==> src/rtl/md_sequencer.sv <==
// Multi-cycle sequencing for RV32 M-extension ops: decodes MUL/DIV/REM, latches
// operand signedness and high-part select, and stalls decode for the op's latency.
module md_sequencer #(
    parameter int MUL_LAT       = 2,
    parameter int DIV_LAT       = 32,
    parameter bit DIV_ZERO_FAST = 1'b1
) (
    input  logic       clk,
    input  logic       rst,
    input  logic       valid_i,
    input  logic [6:0] op,
    input  logic [2:0] funct3,
    input  logic [6:0] funct7,
    input  logic       rs2_zero,
    input  logic       flush,
    output logic       stall,
    output logic       md_start,
    output logic       md_kill,
    output logic       md_done,
    output logic [2:0] md_funct3,
    output logic [1:0] Mul_Div_unsigned,
    output logic       is_high
);

    localparam int CNT_W = $clog2(DIV_LAT + 1);
    localparam logic [CNT_W-1:0] MUL_LOAD = CNT_W'(MUL_LAT - 1);
    localparam logic [CNT_W-1:0] DIV_LOAD = CNT_W'(DIV_LAT - 1);
    localparam logic [CNT_W-1:0] CNT_ONE  = CNT_W'(1);

    typedef enum logic [1:0] {
        IDLE,
        BUSY,
        DONE
    } state_t;

    state_t           state;
    logic [CNT_W-1:0] cnt;
    logic             is_md;
    logic             accept;
    logic             fast_zero;
    logic [CNT_W-1:0] lat_load;

    // [1] = rs1 unsigned, [0] = rs2 unsigned
    function automatic logic [1:0] signedness(input logic [2:0] f3);
        case (f3)
            3'b010:                 return 2'b01;
            3'b011, 3'b101, 3'b111: return 2'b11;
            default:                return 2'b00;
        endcase
    endfunction

    // Upper product half for MULH*, remainder for REM*
    function automatic logic high_sel(input logic [2:0] f3);
        case (f3)
            3'b001, 3'b010, 3'b011, 3'b110, 3'b111: return 1'b1;
            default:                                return 1'b0;
        endcase
    endfunction

    assign is_md     = (op == 7'b0110011) && (funct7 == 7'b0000001);
    assign accept    = valid_i && is_md && !flush;
    assign fast_zero = DIV_ZERO_FAST && funct3[2] && rs2_zero;
    assign lat_load  = funct3[2] ? DIV_LOAD : MUL_LOAD;

    assign stall    = ((state == IDLE) && accept) || (state == BUSY);
    assign md_start = (state == IDLE) && accept;
    assign md_kill  = (state == BUSY) && flush;
    assign md_done  = (state == DONE);

    always_ff @(posedge clk) begin
        if (rst) begin
            state            <= IDLE;
            cnt              <= '0;
            md_funct3        <= '0;
            Mul_Div_unsigned <= '0;
            is_high          <= 1'b0;
        end else begin
            case (state)
                IDLE: begin
                    if (accept) begin
                        md_funct3        <= funct3;
                        Mul_Div_unsigned <= signedness(funct3);
                        is_high          <= high_sel(funct3);
                        cnt              <= lat_load;
                        state            <= fast_zero ? DONE : BUSY;
                    end
                end
                BUSY: begin
                    // cnt holds LAT-k in busy cycle k, so cnt==1 lands DONE on cycle LAT
                    if (flush) begin
                        state <= IDLE;
                    end else if (cnt == CNT_ONE) begin
                        state <= DONE;
                    end else begin
                        cnt <= cnt - CNT_ONE;
                    end
                end
                DONE: begin
                    state <= IDLE;
                end
                default: begin
                    state <= IDLE;
                end
            endcase
        end
    end

endmodule
==> config.mk <==
export PLATFORM = sky130hd
export DESIGN_NAME = md_sequencer
export DESIGN_NICKNAME = d
export VERILOG_FILES = /design/src/rtl/md_sequencer.sv
export SDC_FILE = /design/constraint.sdc
export NUM_CORES = 1
export LEC_CHECK = 0
export BUFFER_PORTS_ARGS = -buffer_cell sky130_fd_sc_hd__buf_2
export CORE_MARGIN = 2
export CORE_UTILIZATION = 33
export DETAILED_ROUTE_END_ITERATION = 6
export PLACE_DENSITY = 0.7
export SLEW_MARGIN = 20
export SYNTH_ARGS = -nofsm -noshare
export SYNTH_HDL_FRONTEND = slang
export SYNTH_SLANG_ARGS = --single-unit
==> constraint.sdc <==
create_clock -name clk -period 1.7 [get_ports clk]
set_clock_uncertainty 0.15 [all_clocks]
set_input_delay 0.17 -clock clk [delete_from_list [all_inputs] [get_ports clk]]
set_output_delay 0.17 -clock clk [all_outputs]
set_load 0.05 [all_outputs]
==> metrics.yaml <==
run_status:
  outcome: "finished, violations left"
  failed_checks: "negative setup slack"
worst_setup_path:
  path_class: "register to primary output"
  critPathArrivalTime_ns: 1.46
  endpoint: "stall"
  cp-startpoint: "state[1]"
  crit_path_end_kind: "primary output"
  rr_worst_depth: 7
  reg2reg_slack_ns: 0.03
  crit_slowest_cell: "or3_4"
  max_stage_delay_ns: 0.34
  worst-path-max-fanout: 2
  critical_path.cell_chain: "or3_4 -> nor4_4 -> or2_4 -> buf_8"
  reg2reg_from: "cnt[1]"
  cp-start-kind: "register"
  reg2reg_to: "cnt[3]"
  critical_path_required_ns: 1.38
synthesis:
  ys_warn_count: 0
  syn_area_sq_um: 800
  ys_ff_latch: 14
  yosysUniqueCellTypes: 33
  syn_nets: 116
  seq_area_frac_synth: 0.351
  avgSynthCellArea_sq_um: 8.69
  synthCells: 92
global_route:
  grt_pass1_wl_mm: 3.34
  antenna_found_initial: 0
  grt_pass1_vias: 821
  grt_usage: 0.164
  gr-total-overflow: 0
  grt_max_degree: 18
floorplan:
  rows: 17
  fp.dieArea_sq_um: 2830
  num_io_pins: 32
  start_util: 0.355
  die_h_um: 53.2
  die_x_um: 53.2
  core_area_sq_um: 2250
clock_network:
  cts_hold_buf: 0
  clk_path_buf_depth: 2
  root_buffer: "clkbuf_4"
  cts.sinks: 14
  cts_tree: "built"
  numCtsBuffers: 3
  h-tree-depth: 1
  worstSkewPairLatency_ns: 0.29
  cts.clk_slew.worst_paths_ns: 0.09
finish:
  nNetsFinal: 170
  stdcell_count: 173
  fin_area_sq_um: 1270
  fill_cells: 204
  syn2layout_area_growth_pct: 58.5
  multi_input_area_sq_um: 573
  drive_gt1_frac: 0.531
  n_antenna_cell: 0
  fin_util: 0.562
  seq_area_sq_um: 284
sta:
  slew_viol_final: 0
  setup-tns-final_ns: -0.107
  fin_ws_ns: -0.0763
  hold_violations: 0
  finalCriticalPeriod_ns: 1.78
  setup-violations-final: 2
  max_slew.worst_pin.slew_ns: 0.304
  slew_headroom: 0.797
  rsz0062_at_grt: "true"
  fin_crit_sh: 1.04
  fmax_mhz: 563
route:
  wl_per_cell_um: 12.3
  vias: 879
  routed_wl_mm: 2.12
  drt.antenna.violating_nets: 0
  first_iter_violations: 12
  drt_pass1_iterations: 4
  drc: 0
  via_per_inst: 5.08
placement:
  place.gp.congestion: 0.767
  port_buffers: 31
  place_area_sq_um: 1140
  dp.cells: 169
  dp_hpwl_mm: 1.58
pwr:
  peakVddDrop_uv: 247
  p_total_uw: 644
  powerDensity_nw_per_um2: 508
  p_leak_uw: 0.000548
flow_run:
  maxCapViolations: 0
worst_hold_path:
  hold_class: "primary input to register"
## Yosys cell counts, drive strengths merged
| library cell | count | share of area |
|---|---|---|
| nand3 | 2 | 0.019 |
| nand4 | 1 | 0.0078 |
| mux2i | 5 | 0.063 |
| nor3 | 3 | 0.019 |
| o211ai | 3 | 0.028 |
| o21ai | 2 | 0.013 |
| a211o | 1 | 0.011 |
| o22ai | 1 | 0.0078 |
| o31ai | 2 | 0.036 |
| dfxtp | 14 | 0.35 |
| nand2 | 6 | 0.028 |
| or3 | 1 | 0.0078 |
| or2 | 1 | 0.0078 |
| nand2b | 6 | 0.047 |
| and4bb | 1 | 0.016 |
| nor4 | 5 | 0.066 |
| xor2 | 1 | 0.011 |
| inv | 4 | 0.019 |
| nand3b | 1 | 0.0094 |
| a211oi | 3 | 0.028 |
| a32oi | 1 | 0.011 |
| clkbuf | 1 | 0.0047 |
| o32ai | 1 | 0.011 |
| xnor2 | 1 | 0.011 |
| a21oi | 5 | 0.031 |
| ha | 2 | 0.031 |
| mux2 | 1 | 0.014 |
| nor2 | 13 | 0.061 |
| nor2b | 4 | 0.031 |
## cell families (layout without fill, tap and decap cells)
kind of cell               Yosys count  count (layout)  synth area share
AOI/OAI and AO/OA                   19              19             0.177
and+or+nand+nor                     44              44             0.319
buffers and inverters                5              58            0.0235
xor gates and xnor gates             2               2            0.0219
adders and majority gates            2               2            0.0313
muxes                                6               6            0.0767
DFF                                 14              14             0.351
## power breakdown
group	switching (uW)	internal, uW
registers	0.00454	328
logic	34.2	35.3
clock network	117	131
total	151	493
## cell usage in the layout (no fill, tap or decap), drive strengths merged
cell and n:
mux2i 5, a21oi 5, mux2 1, nand2b 6, or2 1, nand3b 1, nand4 1, o211ai 3
o21ai 2, nand3 2, a211o 1, nor2 13, a211oi 3, clkbuf 4, dfxtp 14, ha 2
xor2 1, and4bb 1, buf 50, a32oi 1, nand2 6, inv 4, o31ai 2, o22ai 1
o32ai 1, or3 1, nor3 3, nor4 5, xnor2 1, nor2b 4
## final cells by class
type,instances,area share
Multi-Input combinational cell,73,0.452
Timing Repair Buffer,50,0.256
Sequential cell,14,0.224
Clock buffer,4,0.0286
Tap cell,28,0.0276
Inverter,4,0.0118
## worst max-delay path: cells and delay by family (launching register included)
kind	cells	cell delay, ns
simple gates	3	0.71
buf+inv	1	0.14
flops	1	0.33
## what timing repair did
action | in CTS | in global routing
pin swaps | 6 | 2
endpoints found under the hold margin | 0 | 0
setup endpoints to repair | 8 | 10
gates resized for setup | 14 | 11
setup buffers | 2 | 0
## flip-flops by register name (all words and copies together) (netlist names)
register and cells:
cnt 6, md_funct3 3, Mul_Div_unsigned 2, state 2, is_high 1
## per-stage QoR
stage / setup WS, ns / hold WS [ns]
finish: -0.0763 / 0.0171
global route: -0.132 / 0.0410
CTS: -0.0821 / 0.0155
detailed placement: -0.0901 / 0.319
global placement: -0.0434 / 0.304
floorplan: -0.142 / 0.0912
## per-layer routing
layer / vias up / global-route usage / routed length [um]
met2: 29 / 0.290 / 1040
met1: 409 / 0.189 / 933
met3: 4 / 0.0169 / 109
met4: 0 / 0.0897 / 36
li1: 437 / - / -
met5: - / 0 / 0
## worst min path at each step
stage	from	end	slack [ns]	cells past startpoint
after global routing	funct3[0]	Mul_Div_unsigned[1]	0.04	3
after detailed placement	funct3[1]	md_funct3[1]	0.32	3
after global placement	Mul_Div_unsigned[1]	Mul_Div_unsigned[1]	0.30	2
after floorplan	rst	state[1]	0.09	1
after CTS	funct3[1]	md_funct3[1]	0.02	3
final	funct3[1]	md_funct3[1]	0.02	3
Note: power is estimated with default switching activity, not from simulation.
